`config.mk`:
```
export PLATFORM = sky130hd
export DESIGN_NAME = pcfx_media_if
export DESIGN_NICKNAME = d
export VERILOG_FILES = /design/src/rtl/core_pkg.sv /design/src/rtl/pcfx_ioctl_rom_wr.sv /design/src/rtl/pcfx_media_if.sv
export SDC_FILE = /design/constraint.sdc
export NUM_CORES = 1
export LEC_CHECK = 0
export BUFFER_PORTS_ARGS = -buffer_cell sky130_fd_sc_hd__buf_2
export CAP_MARGIN = 20
export CORE_AREA = 2 2 113 115
export CTS_BUF_LIST = sky130_fd_sc_hd__clkbuf_8
export CTS_CLUSTER_SIZE = 30
export DETAILED_ROUTE_END_ITERATION = 8
export DIE_AREA = 0 0 115 117
export HOLD_SLACK_MARGIN = 0.05
export PLACE_DENSITY_LB_ADDON = 0.15
export SYNTH_ARGS = -nofsm -noshare
export SYNTH_HDL_FRONTEND = slang
export SYNTH_SLANG_ARGS = --single-unit
```
`constraint.sdc`:
```
create_clock -name clk_sys -period 4.04 [get_ports clk_sys]
set_clock_uncertainty 0.15 [all_clocks]
set_input_delay 0 -clock clk_sys [delete_from_list [all_inputs] [get_ports clk_sys]]
set_output_delay 0 -clock clk_sys [all_outputs]
set_load 0.01 [all_outputs]
```
`src/rtl/core_pkg.sv`:
```
// Shared types and constants for the PC-FX media/loader front-end.
package core_pkg;

    typedef enum logic [1:0] {
        ST_IDLE = 2'd0,
        ST_REQ  = 2'd1,
        ST_XFER = 2'd2,
        ST_NEXT = 2'd3
    } bk_state_e;

    localparam logic VD_SRAM      = 1'b0;
    localparam logic VD_BMP       = 1'b1;
    localparam int   SECTOR_WORDS = 256;

    function automatic logic [1:0] disk_onehot(input logic disk);
        return disk ? 2'b10 : 2'b01;
    endfunction

endpackage

```
`src/rtl/pcfx_ioctl_rom_wr.sv`:
```
// ioctl download -> SDRAM write handshake; one word in flight, host stalled until acked.
module pcfx_ioctl_rom_wr #(
    parameter logic [24:0] ROM_BASE_A = 25'h000_0000
) (
    input  logic        clk_i,
    input  logic        rst_ni,
    input  logic        download_i,
    input  logic [7:0]  index_i,
    input  logic        wr_i,
    input  logic [24:0] addr_i,
    input  logic [15:0] dout_i,
    input  logic        ack_i,
    output logic        req_o,
    output logic [24:0] addr_o,
    output logic [15:0] wdata_o,
    output logic        wait_o
);

    logic        busy_q, busy_d;
    logic [24:0] addr_q, addr_d;
    logic [15:0] data_q, data_d;

    always_ff @(posedge clk_i or negedge rst_ni) begin
        if (!rst_ni) begin
            busy_q <= 1'b0;
            addr_q <= '0;
            data_q <= '0;
        end else begin
            busy_q <= busy_d;
            addr_q <= addr_d;
            data_q <= data_d;
        end
    end

    always_comb begin
        busy_d = busy_q;
        addr_d = addr_q;
        data_d = data_q;
        if (!busy_q && download_i && (index_i == 8'd0) && wr_i) begin
            busy_d = 1'b1;
            addr_d = ROM_BASE_A + addr_i;
            data_d = dout_i;
        end else if (busy_q && ack_i) begin
            busy_d = 1'b0;
        end
    end

    // The SDRAM request and the host stall are the same condition.
    assign req_o   = busy_q;
    assign wait_o  = busy_q;
    assign addr_o  = addr_q;
    assign wdata_o = data_q;

endmodule

```
`src/rtl/pcfx_media_if.sv`:
```
// PC-FX media front-end: BIOS download into SDRAM and backup RAM load/save over virtual SD disks.
module pcfx_media_if
    import core_pkg::*;
#(
    parameter logic [24:0] ROM_BASE_A   = 25'h000_0000,
    parameter int          SRAM_SECTORS = 64,
    parameter int          BMP_SECTORS  = 256
) (
    input  logic        clk_sys,
    input  logic        reset_n,
    input  logic [1:0]  img_mounted,
    input  logic        img_readonly,
    input  logic [63:0] img_size,
    output logic [31:0] sd_lba,
    output logic [1:0]  sd_rd,
    output logic [1:0]  sd_wr,
    input  logic [1:0]  sd_ack,
    input  logic [7:0]  sd_buff_addr,
    input  logic [15:0] sd_buff_dout,
    input  logic        sd_buff_wr,
    output logic [15:0] sd_buff_din,
    input  logic        ioctl_download,
    input  logic [7:0]  ioctl_index,
    input  logic        ioctl_wr,
    input  logic [24:0] ioctl_addr,
    input  logic [15:0] ioctl_dout,
    output logic        ioctl_wait,
    output logic        bk_ena,
    input  logic        bk_load,
    input  logic        bk_save,
    output logic        bk_loading,
    output logic        rom_req,
    output logic [24:0] rom_addr,
    output logic [15:0] rom_wdata,
    input  logic        rom_ack,
    output logic [15:0] bk_addr,
    output logic        bk_we,
    output logic [15:0] bk_wdata,
    input  logic [15:0] bk_rdata
);

    localparam logic [15:0] BMP_BASE  = 16'(SRAM_SECTORS * SECTOR_WORDS);
    localparam logic [7:0]  SRAM_LAST = 8'(SRAM_SECTORS - 1);
    localparam logic [7:0]  BMP_LAST  = 8'(BMP_SECTORS - 1);

    bk_state_e   state_q, state_d;
    logic        disk_q, disk_d;
    logic [7:0]  sector_q, sector_d;
    logic        save_q, save_d;
    logic [1:0]  sd_rd_q, sd_rd_d;
    logic [1:0]  sd_wr_q, sd_wr_d;
    logic [1:0]  mounted_q, ro_q;
    logic        load_prev_q, save_prev_q;

    logic        load_rise, save_rise;
    logic [1:0]  save_ok, eligible;
    logic [7:0]  last_sector;
    logic        xfer;
    logic [15:0] word_addr;

    pcfx_ioctl_rom_wr #(.ROM_BASE_A(ROM_BASE_A)) u_rom_wr (
        .clk_i      (clk_sys),
        .rst_ni     (reset_n),
        .download_i (ioctl_download),
        .index_i    (ioctl_index),
        .wr_i       (ioctl_wr),
        .addr_i     (ioctl_addr),
        .dout_i     (ioctl_dout),
        .ack_i      (rom_ack),
        .req_o      (rom_req),
        .addr_o     (rom_addr),
        .wdata_o    (rom_wdata),
        .wait_o     (ioctl_wait)
    );

    always_ff @(posedge clk_sys or negedge reset_n) begin
        if (!reset_n) begin
            mounted_q   <= 2'b00;
            ro_q        <= 2'b00;
            load_prev_q <= 1'b0;
            save_prev_q <= 1'b0;
        end else begin
            load_prev_q <= bk_load;
            save_prev_q <= bk_save;
            for (int v = 0; v < 2; v++) begin
                if (img_mounted[v]) begin
                    mounted_q[v] <= (img_size != 64'd0);
                    ro_q[v]      <= img_readonly;
                end
            end
        end
    end

    assign load_rise   = bk_load & ~load_prev_q;
    assign save_rise   = bk_save & ~save_prev_q;
    assign save_ok     = mounted_q & ~ro_q;
    assign eligible    = save_q ? save_ok : mounted_q;
    assign last_sector = (disk_q == VD_BMP) ? BMP_LAST : SRAM_LAST;

    // State register (plus the request strobes, which lag state entry by one cycle).
    always_ff @(posedge clk_sys or negedge reset_n) begin
        if (!reset_n) begin
            state_q  <= ST_IDLE;
            disk_q   <= VD_SRAM;
            sector_q <= 8'd0;
            save_q   <= 1'b0;
            sd_rd_q  <= 2'b00;
            sd_wr_q  <= 2'b00;
        end else begin
            state_q  <= state_d;
            disk_q   <= disk_d;
            sector_q <= sector_d;
            save_q   <= save_d;
            sd_rd_q  <= sd_rd_d;
            sd_wr_q  <= sd_wr_d;
        end
    end

    always_comb begin
        state_d  = state_q;
        disk_d   = disk_q;
        sector_d = sector_q;
        save_d   = save_q;
        case (state_q)
            ST_IDLE: begin
                if (load_rise && bk_ena) begin
                    state_d  = ST_REQ;
                    save_d   = 1'b0;
                    disk_d   = mounted_q[0] ? VD_SRAM : VD_BMP;
                    sector_d = 8'd0;
                end else if (save_rise && (save_ok != 2'b00)) begin
                    state_d  = ST_REQ;
                    save_d   = 1'b1;
                    disk_d   = save_ok[0] ? VD_SRAM : VD_BMP;
                    sector_d = 8'd0;
                end
            end
            ST_REQ:  if (sd_ack[disk_q])  state_d = ST_XFER;
            ST_XFER: if (!sd_ack[disk_q]) state_d = ST_NEXT;
            ST_NEXT: begin
                if (sector_q != last_sector) begin
                    sector_d = sector_q + 8'd1;
                    state_d  = ST_REQ;
                end else if ((disk_q == VD_SRAM) && eligible[1]) begin
                    disk_d   = VD_BMP;
                    sector_d = 8'd0;
                    state_d  = ST_REQ;
                end else begin
                    state_d  = ST_IDLE;
                end
            end
            default: state_d = ST_IDLE;
        endcase
    end

    always_comb begin
        sd_rd_d = 2'b00;
        sd_wr_d = 2'b00;
        if ((state_q == ST_REQ) && !sd_ack[disk_q]) begin
            if (save_q) sd_wr_d = disk_onehot(disk_q);
            else        sd_rd_d = disk_onehot(disk_q);
        end
        xfer = (state_q == ST_XFER);
        // BMP words past 64K wrap onto the start of the BRAM word space.
        word_addr   = ((disk_q == VD_BMP) ? BMP_BASE : 16'd0) + {sector_q, 8'h00}
                      + {8'h00, sd_buff_addr};
        bk_addr     = xfer ? word_addr : 16'd0;
        bk_we       = xfer && !save_q && sd_buff_wr;
        bk_wdata    = (xfer && !save_q) ? sd_buff_dout : 16'd0;
        sd_buff_din = (xfer && save_q) ? bk_rdata : 16'd0;
        bk_loading  = (state_q != ST_IDLE) && !save_q;
        bk_ena      = |mounted_q;
        sd_lba      = {24'd0, sector_q};
        sd_rd       = sd_rd_q;
        sd_wr       = sd_wr_q;
    end

endmodule

```
# Yosys cells after proc, flatten, opt, wreduce, memory -nomap -nowiden
# Cells that the tools add are included.
# word_totals
wordCells,100
output_inout_bits,130
reg_bits,64
# classes
magnitude_cmp,1
add_sub_neg,3
n_eq_ne,10
mux,36
bitwise,7
n_reduce_logical,28
# ops
operator,count
$reduce_bool 64->1,1
$mux 16,3
$mux 8,5
$mux 2,10
$add 15x16->16,1
$add 16x8->16,1
$pmux 8 s2,1
$mux 15,1
$mux 1,14
$logic_and 1x1->1,12
$reduce_bool 2->1,5
$add 8x1->8 const B,1
$logic_not 8->1,1
$ne 2x2->1 const B,4
$ne 8x8->1,1
$pmux 2 s4,1
$ne 3x3->1 const B,2
$reduce_and 3->1,2
$eq 2x2->1 const B,2
$reduce_and 4->1,1
$logic_not 1->1,3
$not 1->1,3
$and 1x1->1,2
$and 2x2->2,1
7 further kinds,7

# Depth between registers and ports, before layout
# Gate-level depths: netlist of the first run.
# logic_depth
word_depth,7
ltp_mapped,7
ltp_nobuf,6

# Hierarchy
# A second synthesis of the first run with hierarchy kept.
# hier_totals
hier_cells,314
area_unflattened_um2,3619.7
# modules_own_cells
module,area_per_inst_um2,instances,cells_each
pcfx_media_if,1854.3,1,220
pcfx_ioctl_rom_wr,1765.4,1,94

# Worst setup path before layout of the first run
# No wires, ideal clock.
# synth_timing
kind,register to register
from,register state_q[0]
to,register sector_q[6]
t_arrival_ns,1.664
stages_incl_launch_ff,8
setup_time_ns,0.077
setup_slack_ns,2.149
path_cell_list,dfrtp_1 -> inv_1 -> ha_1 -> clkbuf_1 -> o21ai_2 -> o22ai_2 -> or4b_1 -> a21oi_1
# synth_between
elab_chain_len,3
word_cells_on_any_way,7
cone_classes,eq/ne (3); mux (1); reduce/logical (3)
# synth_rtl
element,line_no,text
"start, declared",pcfx_media_if.sv:46,"bk_state_e state_q, state_d;"
"start signal, assigned",pcfx_media_if.sv:110,state_q <= state_d;
$eq 2x2->1 or $logic_not 2->1 (tied branches),pcfx_media_if.sv:124,case (state_q)
$ne 3x3->1 (no line) or $reduce_bool 2->1 (tied branches),--,
$reduce_and 3->1 (no line),--,
"end signal, assigned",pcfx_media_if.sv:112,sector_q <= sector_d;
"end, declared",pcfx_media_if.sv:48,"logic [7:0] sector_q, sector_d;"
# Several ways; a longest one is shown, not always the timed one.
# A chain may end at the register's enable or synchronous reset.

# Worst setup path after layout of the first run
# layout_timing
from,register state_q[0]
to,output bk_wdata[0]
# layout_between
elab_chain_len,3
# layout_rtl
element,line_no,text
$eq 2x2->1,pcfx_media_if.sv:163,xfer = (state_q == ST_XFER);
$logic_and 1x1->1,pcfx_media_if.sv:169,bk_wdata = (xfer && !save_q) ? sd_buff_dout : 16'd0;
$mux 16,pcfx_media_if.sv:169,
"end, declared",pcfx_media_if.sv:38,"output logic [15:0] bk_wdata,"
# No other way between the ends.

==> impl.org, run 1 <==
** Pwr
- Areal power density over the cells :: 372 mW/mm^2
- Clock group share of total power :: 22.7%
- In this run switching power makes up 37.4% of total power.
- Leakage component of the power :: 3.16 nW
- Across the VDD grid, the largest voltage drop is 0.000151 V.
- Internal power of the cells :: 0.00129 W
- The analysis attributes to net switching a power of 0.000770 W.
- Power share of the sequential group :: 37.7%
- Of the total power, combinational logic draws 39.6%.

** Synth
- After synthesis the cells add up to 0.00343 mm^2.
- Synthesis produced 310 cells.
- In this run, synthesis inferred 0 flip-flops with an integrated enable.
- Syn Area/Cell :: 11.1 um^2
- After synthesis, flip-flops and latches occupy 46.7% of the total area.
- In this run, distinct cell masters in the synthesized netlist total 47.
- The most used flip-flop cell after synthesis is dfrtp_1.
- For this run, the number of Yosys warnings is 0.
- Counting flops with an async set or reset pin after synthesis yields a share of 100%.
- Synthesized flop and latch total :: 64

** Critical path
- STA puts the critical path data arrival time at 2.57 ns.
- Worst endpoint required time :: 3.89 ns
- Setup crit start kind :: register
- In this run the worst path has a maximum fanout of 34.
- The critical path in this run is classified as reg -> out.
- Critical Path End Type :: output pin

** Placed design
- In this run the cell area measured after placement is 0.00484 mm^2.
- Global placement routability congestion :: 0.771
- DPL Wire Length :: 8310 um
- Input and output buffers added on the ports amount to 271.

** Global routing
- Wire length of the first global-routing pass :: 16000 um
- For this run, the total global-route usage over all layers was measured as 15.1%.
- Pin count of the biggest net entering global routing :: 42
- Leftover overflow at the end of global routing :: 0
- The number of antenna violations at the first check in global routing was 0.
- Vias in the first global route :: 3443

** Floorplanning
- Horiz. Die Dim :: 115 um
- In this run the count of I/O pins placed on the die edge is 296.
- The total area inside the core boundary comes to 0.0123 mm^2.
- In this run the vertical extent of the chip is 117 um.
- Initial cell density of the core :: 27.8%
- Row Count :: 41
- The floorplan step defined a die boundary enclosing 0.0135 mm^2.

** Clocking
- Clock edge transition at the registers on the reported setup and hold paths :: 0.07 ns
- Number of sinks on the clock net :: 64
- H-Tree Level Count :: 3
- TritonCTS clock tree :: yes
- In this run, CTS created clock tree buffers numbering 9.
- Root Buffer :: clkbuf_8
- The later pin in the worst-skew pair is clocked with a latency of 0.34 ns.
- Post-CTS timing repair inserted 0 buffers for setup.
- Counting along the longest clock path gives a buffer depth of 2.

** Timing
- Headroom to the max-slew limit :: 47.3%
- The final count of pins violating max slew is 0.
- Setup repair after global routing left no endpoint under its margin.
- Highest Clock Rate :: 368 MHz
- Total Neg Setup Slack :: 0 ns
- The total count of hold-check failures in the final report was 0.
- Final setup viols :: 0
- After layout, the minimum clock period comes to 2.72 ns.
- Worst Tran Pin Value :: 0.791 ns
- Part of the cycle the worst path needs :: 67.3%

** Detailed routing
- After detailed routing, the average wire length per cell comes to 13.9 um.
- In the routed design, unresolved DRC markers number 0.
- After the first detailed-routing iteration, the DRC count stood at 100.
- Number of vias after detailed routing :: 3557
- Detailed-router iteration count before antenna repair :: 4
- The count of nets left with antenna violations once routing finished came out at 0.
- In the routed layout, each cell is associated on average with a via count of 4.53.
- Total wirelength of the detailed-routed design :: 10900 um

** Final layout
- In the layout the commonest cells are 271 x buf_2, 64 x dfrtp_1, 53 x dlygate4sd3_1.
- After routing the design area is 0.00553 mm^2.
- Share of post-route cells with drive strength above 1 :: 53.8%
- Number of nets in the final layout :: 804
- The number of antenna diodes in the final layout is 0.
- Compared with the post-synthesis result, the final layout area differs by 61.3%.
- Total of fill cells in the finished design :: 1160
- The library cell used most frequently in the layout, excluding fill and tap cells, is buf_2.

** Run
- Max Cap Violations :: 0

** Run status
- The flow ran to the end, and the final reports show no timing, DRC or antenna violations.

** Hold path
- The tightest min-delay check is of the in -> async type.
## Yosys cell counts (2+ instances only)
master	n	area (um^2)
a21oi_1	9	45.0
a311oi_1	3	26.3
and2_1	33	206
and3_1	17	106
buf_4	26	195
clkbuf_1	12	45.0
dfrtp_1	64	1600
ha_1	6	75.1
inv_1	7	26.3
mux2_2	44	495
mux2i_1	2	20.0
nand2_1	9	33.8
nand2b_1	5	31.3
nand3_1	2	10.0
nand4_1	4	25.0
nor2_1	8	30.0
nor2b_1	3	18.8
nor3_1	3	15.0
nor4_1	17	106
nor4b_1	3	26.3
o211ai_1	2	15.0
o21ai_0	5	25.0
xor2_1	2	17.5
## layout make-up
class	instances	area, um^2	area share, %
clock buffer	9	124	2.24
clock inverter	6	37.5	0.679
inverter	7	26.3	0.475
multi-input combinational	224	1650	29.9
sequential	64	1600	29.0
tap	150	188	3.39
timing repair buffer	326	1900	34.4
## through the flow
stage	cells	utilization, %	total power [W]	setup WS [ns]	hold slack [ns]
after floorplan	333	-	0.00127	2.15	-0.446
after global placement	718	39.3	0.00155	1.81	-0.0406
after detailed placement	718	39.3	0.00157	1.66	-0.0293
after CTS	786	44.9	0.00209	1.29	0.128
after global routing	786	44.9	0.00222	1.01	0.151
final	786	44.9	0.00206	1.32	0.122
## worst max-delay path: stages, from the launching register on
cell and delay, ns:
dfrtp_1 0.41, inv_1 0.13, ha_1 0.69, nor2b_1 0.67, and2_1 0.22, buf_2 0.12
## power groups by stage
stage,clock network (W),registers (W),logic (W)
2_1_floorplan,0,0.000764,0.000502
6_report,0.000467,0.000777,0.000815
3_3_place_gp,0,0.000783,0.000765
3_5_place_dp,0,0.000789,0.000777
4_1_cts,0.000491,0.000776,0.000821
5_1_grt,0.000521,0.000791,0.000906
## cells by family (layout without fill, tap and decap cells)
| group | after synthesis | count (layout) | share of synthesized area, % |
|---|---|---|---|
| adders and majority gates | 6 | 6 | 2.19 |
| muxes | 46 | 46 | 15.0 |
| and+or+nand+nor | 113 | 113 | 20.5 |
| AOI/OAI and AO/OA | 33 | 33 | 7.12 |
| DFF | 64 | 64 | 46.7 |
| xor gates and xnor gates | 2 | 2 | 0.511 |
| other | 1 | 24 | 0.109 |
| buffers and inverters | 45 | 348 | 7.77 |
## timing repair
item,4_1_cts,5_1_grt
resized for setup,0,0
endpoints found under the hold margin,86,0
hold buffers,53,0
## metal layers
metal	track usage, %	wire [um]	vias to the layer above
met5	0	0	-
met4	3.94	127	0
met3	3.35	673	8
met2	29.3	5940	161
met1	16.7	4160	1680
li1	-	-	1708
## sequential cells by signal, indices dropped and copies added, names as in the netlist
name and flops:
save_q 1, sd_wr 2, u_rom_wr.addr_o 25, save_prev_q 1, load_prev_q 1, state_q 2
mounted_q 2, sd_rd 2, u_rom_wr.req_o 1, u_rom_wr.wdata_o 16, disk_q 1, sector_q 8
ro_q 2
## path summary, 6_finish.rpt
| check | from | to | slack [ns] | cells past startpoint |
|---|---|---|---|---|
| worst max-delay path | state_q[0] | bk_wdata[0] | 1.32 | 5 |
| worst min-delay path | reset_n | u_rom_wr.wdata_o[8] | 0.12 | 2 |
| worst max register to register | state_q[0] | state_q[1] | 1.74 | 5 |
| worst min register to register | u_rom_wr.addr_o[14] | u_rom_wr.addr_o[14] | 0.35 | 1 |
| max in group asynchronous | reset_n | u_rom_wr.addr_o[18] | 2.69 | 3 |
| min in group clk_sys | sd_buff_dout[14] | bk_wdata[14] | 0.13 | 3 |
Power figures use the tool's default switching activity.
==> run 2, diff against run 1 <==
==> constraint.sdc (replaced) <==
create_clock -name clk_sys -period 2.3 [get_ports clk_sys]
set_clock_uncertainty 0.15 [all_clocks]
set_input_delay 0 -clock clk_sys [delete_from_list [all_inputs] [get_ports clk_sys]]
set_output_delay 0 -clock clk_sys [all_outputs]
set_load 0.01 [all_outputs]
==> run 2 against run 1 <==
  * Flip-flop and latch count stayed put
  * Worst hold slack worse by 0.032 ns
  * Clock power rose by 130%
  * Routed wire length rose by 0.56%
  * Final cell count increased by 0.64%
  * Core utilization increased by 0.79 points
  * Register-to-register slack worse by 1.5 ns
  * Sequential power up 69%
  * Final area up 1.8%
  * Power rose by 91%
  * Largest power group unchanged
==> impl.org, run 2 (synthesized netlist as in run 1, its figures left out) <==
** Pwr
- Internal power comes to 0.00255 W.
- Dividing total power by cell area gives a power density of 698 mW/mm^2.
- Summed over all nets, the switching power comes to 0.00138 W.
- Leakage component of the power :: 3.22 nW
- Clock group share of total power :: 27.3%
- IR analysis of the VDD net gives a maximum drop of 0.000262 V.
- Net switching share of the total power :: 35.1%
- Combinational share of power :: 39.5%
- Registers are responsible for 33.2% of the overall power.

** Timing
- Final setup viols :: 0
- Worst Tran Pin Value :: 0.673 ns
- The worst path needs 2.10 ns of the cycle, external delays included.
- In this run the tightest slew margin relative to its limit is 55.2%.
- Static timing analysis puts the maximum clock frequency at 475 MHz.
- Max-slew violation count :: 0
- The total count of hold-check failures in the final report is 0.
- In the final timing run, aggregate negative setup slack is 0 ns.
- Setup repair after global routing left no endpoint under its margin.
- Part of the cycle the worst path needs :: 91.5%

** Hold path
- Worst hold-check path type :: in -> async

** Final layout
- The area growth from synthesis to layout is 64.2%.
- Number of inserted diodes :: 0
- Total of fill cells in the finished design :: 1180
- Share of post-route cells with drive strength above 1 :: 54.3%
- The finished cells cover 0.00563 mm^2.
- The library cell used most frequently in the layout, excluding fill and tap cells, is buf_2.
- Core utilization of the finished layout :: 45.7%
- Most frequent cells in the layout :: 271 x buf_2, 64 x dfrtp_1, 52 x dlygate4sd3_1
- Max FFs per register :: 25
- At the end of the flow, the number of nets in the layout was 808.

** Clocking
- The clock tree synthesis step divided the H-tree into 3 levels.
- Clock latency on the worst-skew pair :: 0.34 ns
- Clock tree synthesis inserted a total of 9 buffers.
- TritonCTS built the clock tree.
- Root Buffer :: clkbuf_8
- Counting along the longest clock path gives a buffer depth of 2.
- Number of sinks on the clock net :: 64
- Clock edge transition at the registers on the reported setup and hold paths :: 0.08 ns

** Floorplanning
- Die H :: 117 um
- Row Count :: 41
- Area inside the core boundary :: 0.0123 mm^2
- I/O pin total :: 296
- Once the floorplan was initialized, standard cells occupied 27.8% of the core.
- The die is 115 um wide.
- Die Footprint :: 0.0135 mm^2

** Run status
- Status :: finished, final reports clean

** Critical path
- Maximum net fanout on the critical path :: 33
- Slowest cell on the critical path :: dfrtp_1
- The most numerous cell type found on the critical path is buf_4.
- Largest incremental delay on the critical path :: 0.41 ns
- Worst endpoint data arrival time :: 1.95 ns
- CP Buf/Inv Count :: 4
- CP Cell Sequence :: inv_1 > ha_1 > buf_4 > nor2b_1 > buf_4 > and2_1 > buf_2
- Data on the critical path is required at its endpoint by 2.15 ns.
- The worst setup path is of the reg -> out kind.
- Critical Path End Type :: output pin
- The cell family contributing the most delay on the critical path is buffers and inverters.
- Setup crit start kind :: register

** Placed design
- Summing all placed instances gives a cell area of 0.00489 mm^2.
- Global placement routability congestion :: 0.822
- Port bufs :: 271
- Once detailed placement completed, the half-perimeter wirelength came to 8430 um.

** Detailed routing
- Wirelength per Cell :: 13.9 um
- Detailed-router iteration count before antenna repair :: 4
- Number of vias after detailed routing :: 3581
- In the routed design, unresolved DRC markers number 0.
- Using the TritonRoute via totals, the vias-per-cell ratio works out to 4.53.
- Total wirelength of the detailed-routed design :: 11000 um
- The first routing iteration left 97 violations.
- The detail route stage leaves a number of antenna-violating nets equal to 0.

** Global routing
- Pin count of the biggest net entering global routing :: 43
- Summed over all layers, the global routing overflow is 0.
- Wire length of the first global-routing pass :: 16100 um
- The via count of the first global-routing pass came to 3480.
- Global routing used 15.4% of the available tracks across all layers.
- The number of antenna violations at the first check in global routing was 0.

** Run
- Max-cap violations in this run came to 0.
-- run 2: path summary, 6_finish.rpt --
kind	depth (start not counted)	slack, ns	from	endpoint
worst max-delay path	7	0.20	state_q[0]	bk_wdata[15]
worst min-delay path	2	0.09	reset_n	u_rom_wr.wdata_o[13]
worst max register to register	6	0.22	state_q[0]	sector_q[6]
worst min register to register	1	0.35	u_rom_wr.addr_o[0]	u_rom_wr.addr_o[0]
max in group asynchronous	3	1.25	reset_n	sd_rd[0]
min in group clk_sys	3	0.14	sd_buff_dout[1]	bk_wdata[1]
-- run 2: cell type report --
type | instances | area [um^2] | share of cell area (%)
multi-input cells | 224 | 1650 | 29.3
clock buffers | 9 | 124 | 2.20
clock inverters | 7 | 95.1 | 1.69
flip-flops and latches | 64 | 1600 | 28.5
repair buffers | 330 | 1940 | 34.5
well taps | 150 | 188 | 3.33
inverters | 7 | 26.3 | 0.467
-- run 2: repair_timing --
item	4_1_cts	5_1_grt
setup buffers	0	0
resized for setup	0	0
setup endpoints to repair	0	0
hold buffers	52	0
hold endpoints to repair	119	0
-- run 2: power groups by stage --
stage | Sequential, W | Combinational, W | Clock [W]
after floorplan | 0.00134 | 0.000882 | 0
after global placement | 0.00132 | 0.00148 | 0
after detailed placement | 0.00133 | 0.00150 | 0
after CTS | 0.00131 | 0.00157 | 0.00112
after global routing | 0.00132 | 0.00172 | 0.00117
final | 0.00131 | 0.00155 | 0.00107
-- run 2: metrics by stage --
step	cells	hold WS (ns)	power, W	setup WS, ns
2_1_floorplan	333	-0.446	0.00222	0.409
3_3_place_gp	723	-0.0720	0.00280	0.305
3_5_place_dp	723	-0.0613	0.00283	0.249
4_1_cts	791	0.0851	0.00400	0.176
5_1_grt	791	0.157	0.00421	0.00974
6_report	791	0.0892	0.00393	0.196
-- run 2: per-layer routing --
layer / track usage, % / vias to the layer above / routed length [um]
met2: 29.4 / 177 / 5890
met4: 8.19 / 0 / 350
li1: - / 1718 / -
met3: 2.63 / 24 / 686
met1: 16.2 / 1662 / 4030
met5: 0 / - / 0
==> run 3, diff against run 2 <==
--- a/config.mk
+++ b/config.mk
@@ -7,11 +7,10 @@
 export LEC_CHECK = 0
 export BUFFER_PORTS_ARGS = -buffer_cell sky130_fd_sc_hd__buf_2
 export CAP_MARGIN = 20
-export CORE_AREA = 2 2 113 115
-export CTS_BUF_LIST = sky130_fd_sc_hd__clkbuf_8
+export CORE_AREA = 2 2 115 117
 export CTS_CLUSTER_SIZE = 30
 export DETAILED_ROUTE_END_ITERATION = 8
-export DIE_AREA = 0 0 115 117
+export DIE_AREA = 0 0 117 119
 export HOLD_SLACK_MARGIN = 0.05
 export PLACE_DENSITY_LB_ADDON = 0.15
 export SYNTH_ARGS = -nofsm -noshare
==> run 3 against run 2 <==
  * Sequential power hardly changed
  * Setup slack improved by 0.035 ns
  * Via count fell by 0.56%
==> impl.org, run 3 (synthesized netlist as in run 1, its figures left out) <==
** Critical path
- Kind of cell adding the most delay to the critical path :: simple AND/OR/NAND/NOR gates
- Setup crit start kind :: register
- The worst register-to-register path has a setup slack of 0.23 ns.
- On the critical path, the stage with the largest delay is an instance of or4b_1.
- The worst setup path is of the reg -> reg kind.
- Reg-to-reg startpoint :: state_q[0]
- Maximum net fanout on the critical path :: 9
- Counting buffers and inverters, the worst setup path is 6 cells deep.
- Traced cell by cell, the critical path runs through inv_1 > ha_1 > o21ai_2 > o22ai_2 > or4b_1 > a21oi_1.
- Worst endpoint required time :: 2.39 ns
- In this run the worst setup path begins at state_q[0].
- Worst R2R End :: sector_q[6]
- Worst endpoint data arrival time :: 2.16 ns
- Together, buffers and inverters on the worst path number 1.
- For this run, the slowest stage of the critical path takes 0.54 ns.
- Destination of the critical timing path :: sector_q[6]
- STA classifies the critical path endpoint as a register.
- Worst R2R Path Depth :: 6

** Pwr
- Leakage component of the power :: 3.26 nW
- The worst-case IR drop observed on VDD is 0.000430 V.
- In this run the power density over the cells is 750 mW/mm^2.

** Final layout
- For this run, the post-layout net count is 810.
- Across the whole layout, storage elements account for 0.00160 mm^2.
- Number of inserted diodes :: 0
- Finished Cell Area :: 0.00577 mm^2
- Total of fill cells in the finished design :: 1216
- Most frequent cells in the layout :: 271 x buf_2, 64 x dfrtp_1, 53 x dlygate4sd3_1
- From synthesis to final layout, the design area changed by 68.3%.
- Core utilization of the finished layout :: 44.8%
- Summing all multi-input logic gate instances after layout gives 0.00165 mm^2.
- Max FFs per register :: 25
- The library cell used most frequently in the layout, excluding fill and tap cells, is buf_2.
- Share of post-route cells with drive strength above 1 :: 54.1%

** Timing
- Timing would allow up to 483 MHz.
- Setup repair after global routing left no endpoint under its margin.
- Total Neg Setup Slack :: 0 ns
- The routed design could run at a clock period as short as 2.07 ns.
- Max-slew violation count :: 0
- The worst pin sits at a relative slew slack of 64.5%.
- Final setup viols :: 0
- Hold violation total from the final report :: 0
- The final critical path takes up 90.0% of the cycle.
- For the pin with the worst max-slew slack, the measured transition is 0.533 ns.

** Global routing
- The first global-routing pass estimated 16500 um of wire.
- Global routing consumed, on the met1 layer, 16.9% of the routing resources.
- Vias in the first global route :: 3452
- Met3 demand-to-capacity share in global routing :: 1.88%
- Pin count of the biggest net entering global routing :: 43
- Fraction of met2 tracks used by global routing :: 28.3%
- The number of antenna violations at the first check in global routing came to 0.
- In this run the most used layer during global routing was met2.
- For this run, the total global-route usage over all layers was measured as 15.1%.
- Leftover overflow at the end of global routing :: 0

** Detailed routing
- In this run, the number of DRC markers left after iteration 0 of detailed routing was 83.
- Total wirelength of the detailed-routed design :: 10800 um
- In the routed design, unresolved DRC markers number 0.
- Vias per inst :: 4.35
- The detail route stage leaves a number of antenna-violating nets equal to 0.
- Number of vias after detailed routing :: 3561
- After detailed routing, the average wire length per cell comes to 13.2 um.
- Detailed-router iteration count before antenna repair :: 4

** Floorplanning
- The floorplan step defined a die boundary enclosing 0.0139 mm^2.
- Row Count :: 42
- Horiz. Die Dim :: 117 um
- Once the floorplan was initialized, standard cells occupied 26.6% of the core.
- The floorplan step defined a core boundary enclosing 0.0129 mm^2.
- The floorplan step set the die height to 119 um.
- 296 I/O pins were placed.

** Clocking
- Root Buffer :: clkbuf_16
- Clock latency on the worst-skew pair :: 0.32 ns
- TritonCTS buffer count :: 9
- H-Tree Level Count :: 3
- TritonCTS built the clock tree.
- Number of sinks on the clock net :: 64
- After clock tree synthesis, the repair step resized 0 gates.
- For this design, the CTS-stage hold fixing added 53 buffers.
- No sink is reached through more buffers than the 2 on the longest clock path.
- Once the clock tree was built, the setup fixing pass inserted 0 buffers.
- Clock-pin slew was measured on the worst setup and hold paths at 0.06 ns.

** Placed design
- In this run the cell area measured after placement is 0.00492 mm^2.
- Global placement routability congestion :: 0.774
- Input and output buffers added on the ports amount to 271.
- Detailed placement finished with a half-perimeter wire length of 8280 um.

** Run status
- Status :: finished, final reports clean

** Hold path
- Worst hold-check path type :: in -> async

** Run
- Max-cap violations in this run came to 0.
==> run 3: cell types whose count changed in the layout (fill, tap and decap cells not counted), sizes merged <==
| cell | delta |
|---|---|
| inv | -1 |
| clkinv | -2 |
| buf | +1 |
| dlygate4sd3 | +1 |
| clkinvlp | +1 |
| clkbuf | +2 |
==> run 3: report_power, final <==
part | switching, W | internal [W]
Combinational | 0.000824 | 0.000713
Sequential | 0.0000907 | 0.00123
Clock | 0.000496 | 0.000976
==> run 3: layer usage <==
metal / up-vias / wire length (um)
met1: 1649 / 4160
met5: - / 0
met2: 172 / 5810
met3: 14 / 651
li1: 1726 / -
met4: 0 / 190
==> run 3: worst min-delay path, stage by stage <==
cell,delay (ns)
dlygate4sd3_1,0.52
buf_2,0.13
buf_4,0.34
==> run 3: area by class of cell <==
| type | instances | share of cell area, % |
|---|---|---|
| repair buffers | 332 | 33.7 |
| multi-input cells | 224 | 28.6 |
| flip-flops and latches | 64 | 27.8 |
| clock buffers | 11 | 4.21 |
| well taps | 176 | 3.82 |
| clock inverters | 5 | 1.39 |
| inverters | 7 | 0.455 |
==> run 3: how the worst min path moves through the flow <==
stage	startpoint	endpoint	slack [ns]	cells after the start
after global routing	reset_n	u_rom_wr.wdata_o[13]	0.14	3
after global placement	reset_n	u_rom_wr.wdata_o[11]	-0.29	1
after detailed placement	reset_n	u_rom_wr.wdata_o[11]	-0.29	1
after CTS	reset_n	u_rom_wr.wdata_o[13]	0.13	3
final	reset_n	u_rom_wr.wdata_o[13]	0.11	3
after floorplan	reset_n	disk_q	-0.45	0
==> run 3: through the flow <==
stage	power (W)	std cells	setup slack [ns]	hold slack (ns)
3_5_place_dp	0.00281	750	0.262	-0.285
2_1_floorplan	0.00222	333	0.409	-0.446
6_report	0.00433	819	0.231	0.113
3_3_place_gp	0.00280	750	0.294	-0.291
5_1_grt	0.00461	819	0.0335	0.142
4_1_cts	0.00438	819	0.188	0.131
